`config.mk`:
```
export PLATFORM = sky130hd
export DESIGN_NAME = vga_timing_gen
export DESIGN_NICKNAME = d
export VERILOG_FILES = /design/src/rtl/vga_timing_gen.sv
export SDC_FILE = /design/constraint.sdc
export NUM_CORES = 1
export LEC_CHECK = 0
export CAP_MARGIN = 20
export CORE_ASPECT_RATIO = 1.4
export CORE_MARGIN = 5
export CORE_UTILIZATION = 30
export CTS_CLUSTER_SIZE = 14
export DETAILED_ROUTE_END_ITERATION = 6
export DONT_BUFFER_PORTS = 1
export PLACE_DENSITY = 0.41
export SETUP_SLACK_MARGIN = 0.1
export SYNTH_ARGS = -nofsm -noshare
export SYNTH_HDL_FRONTEND = slang
export SYNTH_SLANG_ARGS = --single-unit
```
`constraint.sdc`:
```
create_clock -name CLK -period 4.2 [get_ports CLK]
set_clock_uncertainty 0.2 [all_clocks]
set_input_delay 0.84 -clock CLK [delete_from_list [all_inputs] [get_ports CLK]]
set_output_delay 0.84 -clock CLK [all_outputs]
set_load 0.05 [all_outputs]
```
`src/rtl/vga_timing_gen.sv`:
```
// Raster timing generator: column/row counters with sync, data-enable and line/frame markers.
// Define VGA_TIMING_REG_OUT_EN to register every output (one extra clock of latency).
module vga_timing_gen #(
  parameter int H_ACTIVE = 640,
  parameter int H_FP     = 16,
  parameter int H_SYNC   = 96,
  parameter int H_BP     = 48,
  parameter int V_ACTIVE = 480,
  parameter int V_FP     = 10,
  parameter int V_SYNC   = 2,
  parameter int V_BP     = 33,
  parameter int H_POL    = 0,
  parameter int V_POL    = 0,
  parameter int CNT_W    = 10
) (
  input  logic             CLK,
  input  logic             i_Reset,
  input  logic             i_Enable,
  output logic             o_HSync,
  output logic             o_VSync,
  output logic             o_DE,
  output logic [CNT_W-1:0] o_CountCol,
  output logic [CNT_W-1:0] o_CountRow,
  output logic             o_LineEnd,
  output logic             o_FrameStart
);

  localparam int H_TOTAL = H_ACTIVE + H_FP + H_SYNC + H_BP;
  localparam int V_TOTAL = V_ACTIVE + V_FP + V_SYNC + V_BP;

  localparam logic [CNT_W-1:0] H_LAST   = CNT_W'(H_TOTAL - 1);
  localparam logic [CNT_W-1:0] V_LAST   = CNT_W'(V_TOTAL - 1);
  localparam logic [CNT_W-1:0] H_ACT    = CNT_W'(H_ACTIVE);
  localparam logic [CNT_W-1:0] V_ACT    = CNT_W'(V_ACTIVE);
  localparam logic [CNT_W-1:0] HS_FIRST = CNT_W'(H_ACTIVE + H_FP);
  localparam logic [CNT_W-1:0] HS_LAST  = CNT_W'(H_ACTIVE + H_FP + H_SYNC - 1);
  localparam logic [CNT_W-1:0] VS_FIRST = CNT_W'(V_ACTIVE + V_FP);
  localparam logic [CNT_W-1:0] VS_LAST  = CNT_W'(V_ACTIVE + V_FP + V_SYNC - 1);
  localparam logic             H_ASSERT = 1'(H_POL);
  localparam logic             V_ASSERT = 1'(V_POL);

  // Stage p0: free-running raster counters and their combinational decode
  logic [CNT_W-1:0] col_p0, row_p0;
  logic             hsync_p0, vsync_p0, de_p0, line_end_p0, frame_start_p0;

  always_ff @(posedge CLK or posedge i_Reset) begin
    if (i_Reset) begin
      col_p0 <= '0;
      row_p0 <= '0;
    end else if (i_Enable) begin
      if (col_p0 != H_LAST) begin
        col_p0 <= col_p0 + 1'b1;
      end else begin
        col_p0 <= '0;
        row_p0 <= (row_p0 != V_LAST) ? row_p0 + 1'b1 : '0;
      end
    end
  end

  always_comb begin
    hsync_p0       = ((col_p0 >= HS_FIRST) && (col_p0 <= HS_LAST)) ? H_ASSERT : ~H_ASSERT;
    vsync_p0       = ((row_p0 >= VS_FIRST) && (row_p0 <= VS_LAST)) ? V_ASSERT : ~V_ASSERT;
    de_p0          = (col_p0 < H_ACT) && (row_p0 < V_ACT);
    line_end_p0    = (col_p0 == H_LAST);
    frame_start_p0 = (col_p0 == '0) && (row_p0 == '0);
  end

`ifdef VGA_TIMING_REG_OUT_EN
  // Stage p1: output registers, all outputs mutually aligned one clock behind p0
  logic [CNT_W-1:0] col_p1, row_p1;
  logic             hsync_p1, vsync_p1, de_p1, line_end_p1, frame_start_p1;

  always_ff @(posedge CLK or posedge i_Reset) begin
    if (i_Reset) begin
      col_p1         <= '0;
      row_p1         <= '0;
      hsync_p1       <= ~H_ASSERT;
      vsync_p1       <= ~V_ASSERT;
      de_p1          <= 1'b0;
      line_end_p1    <= 1'b0;
      frame_start_p1 <= 1'b0;
    end else if (i_Enable) begin
      col_p1         <= col_p0;
      row_p1         <= row_p0;
      hsync_p1       <= hsync_p0;
      vsync_p1       <= vsync_p0;
      de_p1          <= de_p0;
      line_end_p1    <= line_end_p0;
      frame_start_p1 <= frame_start_p0;
    end
  end

  assign o_CountCol   = col_p1;
  assign o_CountRow   = row_p1;
  assign o_HSync      = hsync_p1;
  assign o_VSync      = vsync_p1;
  assign o_DE         = de_p1;
  assign o_LineEnd    = line_end_p1;
  assign o_FrameStart = frame_start_p1;
`else
  assign o_CountCol   = col_p0;
  assign o_CountRow   = row_p0;
  assign o_HSync      = hsync_p0;
  assign o_VSync      = vsync_p0;
  assign o_DE         = de_p0;
  assign o_LineEnd    = line_end_p0;
  assign o_FrameStart = frame_start_p0;
`endif

endmodule

```
==> results of run 1 <==
-- worst max-delay path: cells and delay by family (launching register included) --
family                   cells  cell delay [ps]
AND/OR/NAND/NOR              3              860
flip-flops                   1              600
buffers and inverters        2              410
adder cells (fa/ha/maj)      1              150
-- cell usage after synthesis (5+ instances only) --
cell type	number	share of area [%]
xor2_1	5	3.7
nand2_1	12	3.9
dfrtp_1	20	43
nand3_1	9	3.9
nand4_1	5	2.7
o21ai_0	12	5.1
inv_1	9	2.9
ha_1	5	5.4
-- state kept, by name, summed over array words and instances, names as in the netlist --
register and flops:
o_CountCol 10, o_CountRow 10
-- cell families after synthesis --
group | after synthesis | synth area share, %
AND/OR/NAND/NOR | 52 | 26.8
AO/OA/AOI/OAI | 24 | 12.1
flip-flops | 20 | 42.8
buffers and inverters | 14 | 6.00
XOR/XNOR | 7 | 5.25
adder cells (fa/ha/maj) | 5 | 5.35
multiplexers | 2 | 1.71
-- metrics by stage --
step           setup slack (ps)  hold slack (ps)  util [%]
3_3_place_gp               1180              635      32.3
4_1_cts                     854              449      33.8
6_report                    874              407      33.8
3_5_place_dp               1150              654      32.3
2_1_floorplan               280              595         -
5_1_grt                     677              445      33.8
-- final timing paths --
check                                   start       endpoint  cells past startpoint
worst max-delay path            o_CountRow[0]   o_FrameStart                      6
worst min-delay path                  i_Reset  o_CountCol[2]                      1
worst max register to register  o_CountCol[0]  o_CountRow[5]                      5
worst min register to register  o_CountRow[0]  o_CountRow[0]                      2
max in group asynchronous             i_Reset  o_CountCol[8]                      1
min in group CLK                     i_Enable  o_CountCol[0]                      1
-- cell type report --
type,instances,area [um2],share of cell area [%]
Inverter,9,33.8,2.69
Multi-Input combinational cell,90,604,48.2
Tap cell,42,52.6,4.19
Timing Repair Buffer,1,7.51,0.599
Sequential cell,20,500,39.9
Clock buffer,4,55.1,4.39
-- placed cells by master, fill, tap and decap left out, types with 2 or more instances in the layout --
master	netlist	routed
inv_1	9	9
nor4_1	4	3
nor3_1	4	4
a21oi_1	2	2
nand2_1	12	12
clkbuf_8	0	4
o21ai_0	12	11
xor2_1	5	5
nor2_1	4	4
dfrtp_1	20	20
nand2b_1	2	2
and3_1	4	4
xnor2_1	2	2
nand4_1	5	5
a31oi_1	4	4
ha_1	5	5
nand3_1	9	9
mux2i_1	2	2
o31ai_1	4	4
-- routing by layer --
metal	vias up	global-route usage, %	wire length (um)
li1	442	-	-
met1	442	11.6	1080
met2	19	22.3	1660
met3	2	3.77	175
met4	0	4.05	21
met5	-	0	0
-- power by group --
| part | total (mW) | switching [mW] | internal (mW) |
|---|---|---|---|
| sequential | 0.360 | 0.145 | 0.214 |
| clock | 0.152 | 0.0686 | 0.0835 |
| combinational | 0.0857 | 0.0460 | 0.0397 |
| total | 0.598 | 0.260 | 0.337 |
==> results by group, run 1 <==
Worst setup path
  – Setup crit end kind: primary output
  – CP max stage cell: dfrtp_1
  – WS Path Type: reg2out
  – Slowest stage delay, CP: 600 ps
  – Setup crit start kind: flip-flop
  – Crit path required time: 3160 ps
  – Worst R2R Setup Slack: 1850 ps
  – Crit path max fanout: 6
  – Crit path arrival time: 2290 ps
  – CP Cell Sequence: inv_1 -> ha_1 -> nor4b_1 -> nand4_1 -> nor4_2 -> buf_4

Floorplan
  – Initial Util: 31.5%
  – Rows: 26
  – Die outline height: 83.8 um
  – Die width: 62.8 um
  – I/O pin count: 28
  – Die area: 5260 um2
  – Core Region: 3710 um2

CTS
  – CTS Hold Bufs: 0
  – H-tree depth: 1
  – Clock Latency Late Sink: 260 ps
  – CTS tree: yes
  – Total CTS buffers: 3
  – Post-CTS sizing: 0
  – CTS clk-pin slew, worst paths: 80 ps
  – Post-CTS setup buffer count: 0
  – # clock sinks: 20
  – Longest Clk Path Bufs: 2
  – Clock Tree Root: clkbuf_8

Synthesis
  – Synth Net Count: 132
  – Cell variety after synth: 31
  – Predominant post-synthesis flop cell: dfrtp_1
  – Synthesized flop and latch total: 20
  – Number of flops mapped to enable cells by yosys: 0
  – Sequential area share after synthesis: 42.8%
  – Async SR Flop Fraction: 100%
  – Yosys warnings: 0
  – Cells after synthesis: 124
  – Cell Area, Synth: 1170 um2
  – Mean Syn Cell Area: 9.42 um2

Cells and area
  – Design Area, Final: 1250 um2
  – Ratio of cells with drive above 1 in the final layout: 8.06%
  – Ant diodes: 0
  – Total Nets Final: 133
  – Layout area overhead: 7.28%
  – Final std cells w/o fill: 166
  – Fill cells: 400

Placed design
  – Post-DP Area: 1200 um2
  – DP HPWL: 2250 um
  – RD Place Congestion: 0.702
  – Placed insts: 162
  – Port Buffers: 0

Timing
  – Final setup viols: 0
  – Fin crit period: 3330 ps
  – Final Hold Viols: 0
  – Worst-Margin Slew: 944 ps
  – Final setup TNS: 0 ps
  – Slew margin rel.: 36.6%
  – Fin crit share: 79.2%
  – Fmax achieved: 301 MHz
  – Final Max Tran Viols: 0
  – Unrepaired setup endpoints after global routing: false

Worst hold path
  – Hold Crit Class: in2async

Power and ir drop
  – Power Total: 0.598 mW
  – P_leak: 0.545 nW
  – Peak supply drop: 247 uV
  – PD cells: 477 nW/um2

Route
  – Detailed Route Iter0 Violations: 43
  – DR vias: 905
  – Antenna Nets Post-Route: 0
  – Vias per inst: 5.45
  – # DRC: 0
  – Routed len/inst: 17.7 um
  – Pre-antenna DRT Iters: 4
  – Detailed-route wire length: 2930 um

Global routing
  – Initial antenna violation count: 0
  – First-pass GRT wire length: 4970 um
  – Total GRT Usage: 11.7%
  – Global route total overflow: 0
  – Largest net degree at the start of global routing: 21
  – Number of global-route vias before repair: 987

Status
  – Status: finished, final reports clean

Run
  – MaxCap Viol Count: 0
(Power assumes the default switching activity.)
==> inputs of run 2 (changes only) <==
Settings changed: PLACE_DENSITY 0.41 to 0.42.
Clock period 4.2 ns to 2.7 ns, I/O delays scaled along.
==> run 2 against run 1 <==
Final area increased by 20%. Clock power increased by 58%. Count of clock-buffer cells in the layout unchanged. Cell count increased by 15%. Power increased by 70%. Setup slack got worse by 710 ps. Worst hold slack got worse by 300 ps. Global-route usage increased by 0.30 points. Flip-flop and latch count unchanged. Critical path type unchanged. Highest routed layer unchanged.
==> results by group, run 2 (synthesis gave the netlist of run 1 again) <==
Route
  – Detailed-route wire length: 3100 um
  – Detailed Route Iter0 Violations: 54
  – # DRC: 0
  – Vias per inst: 5.34
  – Antenna Nets Post-Route: 0
  – Pre-antenna DRT Iters: 4
  – Routed len/inst: 16.2 um
  – DR vias: 1,019

Timing
  – Worst-Margin Slew: 803 ps
  – Unrepaired setup endpoints after global routing: true
  – Final setup viols: 0
  – Final setup TNS: 0 ps
  – Post-route worst setup slack: 161 ps
  – Fin crit period: 2540 ps
  – Fmax achieved: 394 MHz
  – Final Max Tran Viols: 0
  – Hold Slack: 109 ps
  – Slew margin rel.: 46.4%
  – Fin crit share: 94.0%
  – Final Hold Viols: 0

Global routing
  – Largest net degree at the start of global routing: 21
  – Total GRT Usage: 12.0%
  – Initial antenna violation count: 0
  – First-pass GRT wire length: 5090 um
  – Met3 Resource Use GR: 3.91%
  – Routing usage on met1: 13.5%
  – Top Usage Layer GRT: met2
  – Global route total overflow: 0
  – Met2 Track Usage GR: 21.0%
  – Number of global-route vias before repair: 1,044

Cells and area
  – Total Nets Final: 158
  – Util after Layout: 40.6%
  – Commonest non-fill, non-tap cells in the layout: 24 x buf_4, 20 x dfrtp_1, 12 x nand2_1, 11 x o21ai_0, 9 x nand3_1
  – Layout area overhead: 28.7%
  – Ratio of cells with drive above 1 in the final layout: 26.8%
  – Ant diodes: 0
  – Fill cells: 401
  – Commonest non-fill, non-tap cell in the layout: buf_4

CTS
  – CTS tree: yes
  – # clock sinks: 20
  – Clock Latency Late Sink: 260 ps
  – CTS clk-pin slew, worst paths: 80 ps
  – Total CTS buffers: 3
  – H-tree depth: 1
  – Clock Tree Root: clkbuf_8
  – Longest Clk Path Bufs: 2

Floorplan
  – Rows: 26
  – I/O pin count: 28
  – Die width: 62.8 um
  – Initial Util: 31.5%
  – Die outline height: 83.8 um
  – Die area: 5260 um2
  – Core Region: 3710 um2

Placed design
  – DP Worst Slack: 354 ps
  – RD Place Congestion: 0.759
  – Port Buffers: 0
  – DP HPWL: 2370 um

Status
  – Status: finished, final reports clean

Worst setup path
  – Setup crit end kind: primary output
  – Crit path max fanout: 3
  – WS Path Type: reg2out
  – Crit path arrival time: 1800 ps
  – Setup crit start kind: flip-flop
  – Crit path required time: 1960 ps

Power and ir drop
  – P_leak: 0.681 nW
  – PD cells: 675 nW/um2
  – Peak supply drop: 603 uV

Run
  – MaxCap Viol Count: 0

Worst hold path
  – Hold Crit Class: in2async
run 2: cell count changes in the layout (fill, tap and decap cells not counted):
cell and delta:
and3_1 -1, and3_2 +1, buf_12 +2, buf_4 +23, ha_1 -1, ha_4 +1, inv_1 -2, inv_2 +2
nor4_2 -1, nor4_4 +1, nor4b_1 -1, nor4b_4 +1
run 2: what timing repair did:
action                                  4_1_cts  5_1_grt
gates resized for setup                       0        7
endpoints found under the setup margin        1        2
pin swaps                                     1        3
hold buffers                                  0        0
buffers inserted                              0        1
run 2: layer usage:
layer	part of all wire (%)	vias up	wire, um
met5	0	-	0
met4	0.68	0	21
met3	7.2	2	223
met2	53	27	1650
met1	39	497	1210
li1	-	493	-
run 2: area by class of cell:
cell class / instances / area (um2) / area share, %
clock buffers: 4 / 55.1 / 3.66
inverters: 9 / 33.8 / 2.25
multi-input cells: 90 / 642 / 42.7
flip-flops and latches: 20 / 500 / 33.3
well taps: 42 / 52.6 / 3.49
repair buffers: 26 / 220 / 14.6
run 2: per-stage QoR:
stage	area, um2	cells	power, mW
after floorplan	1180	124	0.683
after global placement	1410	186	0.769
after detailed placement	1410	186	0.771
after CTS	1470	190	1.01
after global routing	1500	191	1.07
final	1500	191	1.01
run 2: power by group:
part | switching, mW | internal [mW] | leakage, nW
Sequential | 0.0369 | 0.337 | 0.249
Combinational | 0.278 | 0.122 | 0.404
Clock | 0.110 | 0.130 | 0.0288
run 2: worst paths after layout:
check	from	to	slack, ps	cells after the start
worst max-delay path	o_CountRow[0]	o_FrameStart	160	7
worst min-delay path	i_Reset	o_CountCol[9]	110	1
worst max register to register	o_CountCol[6]	o_CountRow[4]	680	5
worst min register to register	o_CountRow[8]	o_CountRow[8]	330	1
max in group asynchronous	i_Reset	o_CountRow[2]	1690	1
min in group CLK	i_Enable	o_CountCol[0]	160	1
run 2: worst max-delay path, cell delays in order, from the launching register on:
cell and delay (ps):
dfrtp_1 400, inv_2 80, ha_4 110, nor4b_4 170, buf_4 150, nand4_1 150
nor4_4 300, buf_12 180
